==> src/rtl/multi_timer_pkg.sv <==
// Shared register map, CTRL bit positions and channel FSM states for multi_timer.
// The CTRL read-back packing lives here so that the field layout is defined in one place.
package multi_timer_pkg;

  localparam logic [1:0] REG_CTRL   = 2'd0;
  localparam logic [1:0] REG_PRESET = 2'd1;
  localparam logic [1:0] REG_COUNT  = 2'd2;
  localparam logic [1:0] REG_STATUS = 2'd3;

  localparam int CTRL_EN   = 0;
  localparam int CTRL_MODE = 1;
  localparam int CTRL_IE   = 3;

  typedef enum logic [1:0] {
    IDLE = 2'd0,
    LOAD = 2'd1,
    CNT  = 2'd2
  } chan_state_e;

  function automatic logic [31:0] ctrl_word(input logic en, input logic mode, input logic ie);
    return {28'd0, ie, 1'b0, mode, en};
  endfunction

endpackage

==> src/rtl/multi_timer_channel.sv <==
// One down-counting timer channel: CTRL/PRESET registers, IDLE/LOAD/CNT FSM,
// sticky pending flag and registered interrupt.
module timer_channel
  import multi_timer_pkg::*;
#(
  parameter int CNT_W = 32
) (
  input  logic             CLK,
  input  logic             RST_N,
  input  logic             tick,
  input  logic             we_ctrl,
  input  logic             we_preset,
  input  logic             we_status,
  input  logic [CNT_W-1:0] wd,
  output logic             en,
  output logic             mode,
  output logic             ie,
  output logic [CNT_W-1:0] preset,
  output logic [CNT_W-1:0] count,
  output logic             pend,
  output logic             irq
);

  chan_state_e      state_r;
  chan_state_e      state_nxt_s;
  logic             en_r;
  logic             mode_r;
  logic             ie_r;
  logic             pend_r;
  logic             irq_r;
  logic [CNT_W-1:0] preset_r;
  logic [CNT_W-1:0] count_r;
  logic [CNT_W-1:0] count_nxt_s;
  logic             freeze_s;
  logic             en_wr_s;
  logic             step_s;
  logic             expire_s;

  // A CTRL/PRESET write freezes LOAD/CNT for the cycle; IDLE looks at the incoming EN
  // so that the enabling write itself starts the load.
  assign freeze_s = we_ctrl | we_preset;
  assign en_wr_s  = we_ctrl ? wd[CTRL_EN] : en_r;
  assign step_s   = (state_r == CNT) && !freeze_s && en_r && tick;
  assign expire_s = step_s && (count_r <= CNT_W'(1));

  // State register.
  always_ff @(posedge CLK) begin
    if (!RST_N) begin
      state_r <= IDLE;
    end else begin
      state_r <= state_nxt_s;
    end
  end

  // Next-state logic.
  always_comb begin
    state_nxt_s = state_r;
    case (state_r)
      IDLE: begin
        if (en_wr_s) state_nxt_s = LOAD;
        else         state_nxt_s = IDLE;
      end
      LOAD: begin
        if (freeze_s) state_nxt_s = LOAD;
        else          state_nxt_s = CNT;
      end
      CNT: begin
        if (freeze_s)                 state_nxt_s = CNT;
        else if (!en_r)               state_nxt_s = IDLE;
        else if (expire_s && !mode_r) state_nxt_s = IDLE;
        else                          state_nxt_s = CNT;
      end
      default: state_nxt_s = IDLE;
    endcase
  end

  // Counter update; expiry lands on 0 (one-shot) or reloads PRESET (auto-reload).
  always_comb begin
    count_nxt_s = count_r;
    case (state_r)
      LOAD: begin
        if (freeze_s) count_nxt_s = count_r;
        else          count_nxt_s = preset_r;
      end
      CNT: begin
        if (expire_s)    count_nxt_s = mode_r ? preset_r : {CNT_W{1'b0}};
        else if (step_s) count_nxt_s = count_r - CNT_W'(1);
        else             count_nxt_s = count_r;
      end
      default: count_nxt_s = count_r;
    endcase
  end

  // Bus-visible configuration; one-shot expiry drops EN.
  always_ff @(posedge CLK) begin
    if (!RST_N) begin
      en_r     <= 1'b0;
      mode_r   <= 1'b0;
      ie_r     <= 1'b0;
      preset_r <= {CNT_W{1'b0}};
    end else begin
      if (we_ctrl) begin
        en_r   <= wd[CTRL_EN];
        mode_r <= wd[CTRL_MODE];
        ie_r   <= wd[CTRL_IE];
      end else if (expire_s && !mode_r) begin
        en_r <= 1'b0;
      end
      if (we_preset) preset_r <= wd;
    end
  end

  // Counter, sticky pending flag (expiry beats W1C) and registered interrupt.
  always_ff @(posedge CLK) begin
    if (!RST_N) begin
      count_r <= {CNT_W{1'b0}};
      pend_r  <= 1'b0;
      irq_r   <= 1'b0;
    end else begin
      count_r <= count_nxt_s;
      if (expire_s)                pend_r <= 1'b1;
      else if (we_status && wd[0]) pend_r <= 1'b0;
      irq_r <= pend_r & ie_r;
    end
  end

  assign en     = en_r;
  assign mode   = mode_r;
  assign ie     = ie_r;
  assign preset = preset_r;
  assign count  = count_r;
  assign pend   = pend_r;
  assign irq    = irq_r;

endmodule

==> src/rtl/multi_timer.sv <==
// N_CH independent timer channels behind one word-addressed bus slave, with a shared
// prescaler, combinational read mux and a registered OR-reduced interrupt.
module multi_timer
  import multi_timer_pkg::*;
#(
  parameter  int N_CH     = 2,
  parameter  int CNT_W    = 32,
  parameter  int PRESCALE = 1,
  localparam int CH_W     = (N_CH > 1) ? $clog2(N_CH) : 1,
  localparam int PS_W     = (PRESCALE > 1) ? $clog2(PRESCALE) : 1
) (
  input  logic            CLK,
  input  logic            RST_N,
  input  logic [CH_W+1:0] ADDR,
  input  logic            WE,
  input  logic [31:0]     WD,
  output logic [31:0]     RD,
  output logic            IRQ,
  output logic [N_CH-1:0] IRQ_VEC
);

  logic [PS_W-1:0]  presc_r;
  logic             tick_s;
  logic             irq_r;
  logic [CH_W-1:0]  ch_s;
  logic [1:0]       reg_s;
  logic             ch_ok_s;
  logic [N_CH-1:0]  en_s;
  logic [N_CH-1:0]  mode_s;
  logic [N_CH-1:0]  ie_s;
  logic [N_CH-1:0]  pend_s;
  logic [N_CH-1:0]  irq_vec_s;
  logic [CNT_W-1:0] preset_s [N_CH];
  logic [CNT_W-1:0] count_s  [N_CH];
  logic [31:0]      rd_s;

  assign ch_s    = ADDR[CH_W+1:2];
  assign reg_s   = ADDR[1:0];
  assign ch_ok_s = ({{(32-CH_W){1'b0}}, ch_s} < 32'(N_CH));
  assign tick_s  = (presc_r == PS_W'(PRESCALE - 1));

  // Free-running prescaler shared by every channel.
  always_ff @(posedge CLK) begin
    if (!RST_N)      presc_r <= {PS_W{1'b0}};
    else if (tick_s) presc_r <= {PS_W{1'b0}};
    else             presc_r <= presc_r + PS_W'(1);
  end

  for (genvar i = 0; i < N_CH; i++) begin : g_ch
    logic hit_s;
    assign hit_s = WE && ch_ok_s && (ch_s == CH_W'(i));

    timer_channel #(.CNT_W(CNT_W)) u_ch (
      .CLK      (CLK),
      .RST_N    (RST_N),
      .tick     (tick_s),
      .we_ctrl  (hit_s && (reg_s == REG_CTRL)),
      .we_preset(hit_s && (reg_s == REG_PRESET)),
      .we_status(hit_s && (reg_s == REG_STATUS)),
      .wd       (WD[CNT_W-1:0]),
      .en       (en_s[i]),
      .mode     (mode_s[i]),
      .ie       (ie_s[i]),
      .preset   (preset_s[i]),
      .count    (count_s[i]),
      .pend     (pend_s[i]),
      .irq      (irq_vec_s[i])
    );
  end

  // Read mux; unimplemented channels read as zero.
  always_comb begin
    rd_s = 32'd0;
    if (ch_ok_s) begin
      case (reg_s)
        REG_CTRL:   rd_s = ctrl_word(en_s[ch_s], mode_s[ch_s], ie_s[ch_s]);
        REG_PRESET: rd_s = 32'(preset_s[ch_s]);
        REG_COUNT:  rd_s = 32'(count_s[ch_s]);
        REG_STATUS: rd_s = {31'd0, pend_s[ch_s]};
        default:    rd_s = 32'd0;
      endcase
    end else begin
      rd_s = 32'd0;
    end
  end

  // Same registered stage as the per-channel irq, so IRQ and IRQ_VEC rise together.
  always_ff @(posedge CLK) begin
    if (!RST_N) irq_r <= 1'b0;
    else        irq_r <= |(pend_s & ie_s);
  end

  assign RD      = rd_s;
  assign IRQ     = irq_r;
  assign IRQ_VEC = irq_vec_s;

endmodule

==> config.mk <==
export PLATFORM = sky130hd
export DESIGN_NAME = multi_timer
export DESIGN_NICKNAME = d
export VERILOG_FILES = /design/src/rtl/multi_timer_pkg.sv /design/src/rtl/multi_timer_channel.sv /design/src/rtl/multi_timer.sv
export SDC_FILE = /design/constraint.sdc
export NUM_CORES = 1
export LEC_CHECK = 0
export CAP_MARGIN = 20
export CORE_MARGIN = 2
export CORE_UTILIZATION = 55
export CTS_BUF_LIST = sky130_fd_sc_hd__clkbuf_8
export DETAILED_ROUTE_END_ITERATION = 8
export PLACE_DENSITY = 0.83
export SLEW_MARGIN = 20
export SYNTH_ARGS = -nofsm -noshare
export SYNTH_HDL_FRONTEND = slang
export SYNTH_HIERARCHICAL = 1
export SYNTH_SLANG_ARGS = --single-unit
export TNS_END_PERCENT = 5
==> constraint.sdc <==
create_clock -name CLK -period 8.95 [get_ports CLK]
set_input_delay 1.79 -clock CLK [delete_from_list [all_inputs] [get_ports CLK]]
set_output_delay 1.79 -clock CLK [all_outputs]
set_load 0.005 [all_outputs]
==> impl_metrics.csv <==
group,metric,value,unit
route,wl_met1,11000,um
cells_and_area,final_cell_area,9410,um^2
status,status,"finished, final reports clean",
timing,timing.final.crit_share,0.648,
worst_setup_path,critPathBufInv,2,
worst_setup_path,crit_path_start_kind,"input pin",
synth,ys.flop_type,"dfxtp_1",
worst_setup_path,crit_path_frequent_cell,"clkdlybuf4s50_1",
route,drc,0,
route,drtAntennaViolNets,0,
synth,yosys.area.top_type,"dfxtp_1",
worst_setup_path,crit_chain,"clkdlybuf4s50_1 > mux2_2 > a221oi_1 > a31oi_1 > clkdlybuf4s50_1",
synth,syn_inst,933,
timing,setup_viol,0,
worst_setup_path,ff2ff_path_depth,6,
cells_and_area,synthToLayoutAreaGrowth,13.5,%
cells_and_area,fillerInstances,1219,
place,place.port_buffers,72,
global_routing,grt_pass1_wl,43800,um
worst_setup_path,required,7.16,ns
global_routing,grt_pass1_vias,7618,
clocking,cts-htree-levels,4,
timing,fin_skew,0.0158,ns
timing,hold_viol,0,
route,met2WireLength,12200,um
route,wl_met3,3270,um
hold_path,worstHoldPathCells,2,
worst_setup_path,slowest_stage,"clkdlybuf4s50_1",
clocking,clockRootBuffer,"clkbuf_8",
global_routing,grtUsageTotal,0.350,
synth,synth-seq-area-share,0.348,
synth,synth_top_area_frac,0.348,
die,row_count,44,
synth,synthTopCellsByArea,"dfxtp_1, mux2i_1, nand2_1",
hold_path,min_path_type,"register to register",
die,die_x,127,um
worst_setup_path,slowest_delay,0.84,ns
clocking,path_clk_slew,0.08,ns
worst_setup_path,endpoint_kind,"primary output",
cells_and_area,layout-drive-gt1-share,0.0783,
global_routing,grt_overflow,0,
synth,syn_area,8290,um^2
worst_setup_path,cp_num_cells,5,
clocking,cts_tree,"done",
worst_setup_path,timing.rr.start,"g_ch[0].u_ch/count[16]$_SDFFE_PN0P_",
place,place_congestion,1.00,
cells_and_area,layout.nets,1015,
die,io_pins,73,
cells_and_area,fin_util,0.643,
route,first_pass_iters,6,
clocking,holdBufCountCts,0,
die,initial_core_util,0.566,
clocking,cts_buffers,17,
timing,worst_pin_slew,1.15,ns
timing,setup_tns,0,ns
worst_setup_path,cp_top_family,"buffers and inverters",
cells_and_area,antennaDiodeCount,0,
timing,finalMaxSlewViolations,0,
hold_path,holdCritStartpoint,"g_ch[1].u_ch/preset[15]$_SDFFE_PN0P_",
clocking,cts.sinks,144,
worst_setup_path,worstSetupPathType,"input pin to primary output",
clocking,clk_latency,0.47,ns
timing,fin_crit,5.80,ns
pwr,power.density,148,nW/um^2
clocking,post_cts_resized,0,
clocking,postCtsSetupBuffers,0,
clocking,clockBufferDepth,2,
worst_setup_path,r2r-end,"g_ch[0].u_ch/count[10]$_SDFFE_PN0P_",
worst_setup_path,crit_arrival,4.01,ns
route,avgRoutedWirePerCell,23.9,um
synth,synth_seq_cells,144,
route,drt_iter0_drc,1228,
route,dr.max_layer_used,"met4",
pwr,p_leak,3.54,nW
timing,rsz0062_at_grt,"no",
global_routing,antenna_found_initial,0,
synth,yosysWarnings,6,
die,die_h,127,um
worst_setup_path,reg2reg_slack,5.93,ns
route,routed_wl,27900,um
job,drv_cap,0,
pwr,worst_ir_drop_vdd,0.165,mV
synth,avgSynthCellArea,8.89,um^2
route,vias,8173,
synth,postSynth.asyncResetShare,0,
place,postPlaceCellArea,8960,um^2
hold_path,min_to,"g_ch[1].u_ch/count[15]$_SDFFE_PN0P_",
route,routed_via_density,7.00,
synth,synth_nets,975,
synth,synth-edff-count,0,
timing,max-slew-margin-rel,0.225,
global_routing,grt_max_degree,52,
worst_setup_path,path_max_fanout,15,
die,coreArea,14600,um^2
timing,timing.fmax,172,MHz
timing,holdWs,0.495,ns
synth,yosys.cell_types.count,86,
die,die_area,16100,um^2
place,hpwl,19400,um
layer usage:
layer  GRT usage  vias up
met5           0        -
met4       0.162        0
met3      0.0806      108
met2       0.546      628
met1       0.462     3827
li1            -     3610
power by group:
part / switching [mW] / internal (mW)
Sequential: 0.0111 / 0.649
Clock: 0.253 / 0.354
Combinational: 0.0775 / 0.0527
Total: 0.341 / 1.06
area by class of cell:
type                       instances  area (um^2)  area share
clock buffer                      17          234      0.0249
clock inverter                    13          221      0.0235
inverter                          11         41.3     0.00439
multi-input combinational        717         5010       0.533
sequential                       144         2880       0.306
tap                              184          230      0.0245
timing repair buffer              82          788      0.0838
cell usage in the layout (no fill, tap or decap), drive strengths merged, types with 13 or more instances in the layout:
cell type / count
clkbuf: 17
nand3: 25
a221o: 19
nor3: 27
o211ai: 13
mux2i: 125
a21oi: 21
o21ai: 35
nand2: 85
inv: 13
nor2: 73
clkdlybuf4s50: 70
o31ai: 17
dfxtp: 144
nor2b: 44
nor4: 20
o22ai: 30
synth_stat cells (11+ instances only):
cell type and instances:
dfxtp_1 144, mux2i_1 125, nand2_1 84, nor2_1 73
nor2b_1 44, clkbuf_1 31, o22ai_1 29, nand3_1 25
nor3_1 22, o21ai_0 21, a21oi_1 19, a221o_1 19
nor4_1 18, o31ai_1 17, o21ai_1 14, o211ai_1 13
and3_1 12, a31oi_1 11, a32oi_1 11, or3_1 11
logic make-up (layout without fill, tap and decap cells):
kind of cell	Yosys count	after routing	share of synthesized area
and+or+nand+nor	362	362	0.238
AOI/OAI and AO/OA	216	216	0.193
DFF	144	144	0.348
muxes	131	131	0.162
buffers and inverters	72	123	0.0498
adders and majority gates	4	4	0.00603
xor gates and xnor gates	3	3	0.00317
other	1	1	0.000452
stage by stage:
| step | total power [mW] | std cells | setup slack, ns |
|---|---|---|---|
| 2_1_floorplan | 0.753 | 933 | 4.64 |
| 6_report | 1.40 | 1168 | 3.15 |
| 3_3_place_gp | 0.798 | 1138 | 3.13 |
| 3_5_place_dp | 0.800 | 1138 | 3.03 |
| 5_1_grt | 1.44 | 1168 | 3.11 |
| 4_1_cts | 1.40 | 1168 | 3.20 |
flip-flops by register name, summed over array words and instances, names as in the netlist:
register and cells:
g_ch.u_ch/en 2, g_ch.u_ch/pend 2, g_ch.u_ch/count 64, g_ch.u_ch/irq 2, g_ch.u_ch/preset 64, g_ch.u_ch/mode 2, IRQ 1, g_ch.u_ch/state_r 4
presc_r 1, g_ch.u_ch/ie 2
worst max-delay path by stage:
stage | startpoint | end
floorplan | ADDR[0] | RD[11]
global placement | ADDR[1] | g_ch[0].u_ch/count[15]$_SDFFE_PN0P_
detailed placement | ADDR[1] | g_ch[0].u_ch/count[5]$_SDFFE_PN0P_
CTS | ADDR[1] | RD[3]
global route | ADDR[1] | RD[3]
finish | ADDR[1] | RD[3]
worst min-delay path, delay by kind of cell (launching register included):
family	cells	cell delay [ns]
AND/OR/NAND/NOR	2	0.11
flip-flops	1	0.35
Note: power is estimated with default switching activity, not from simulation.
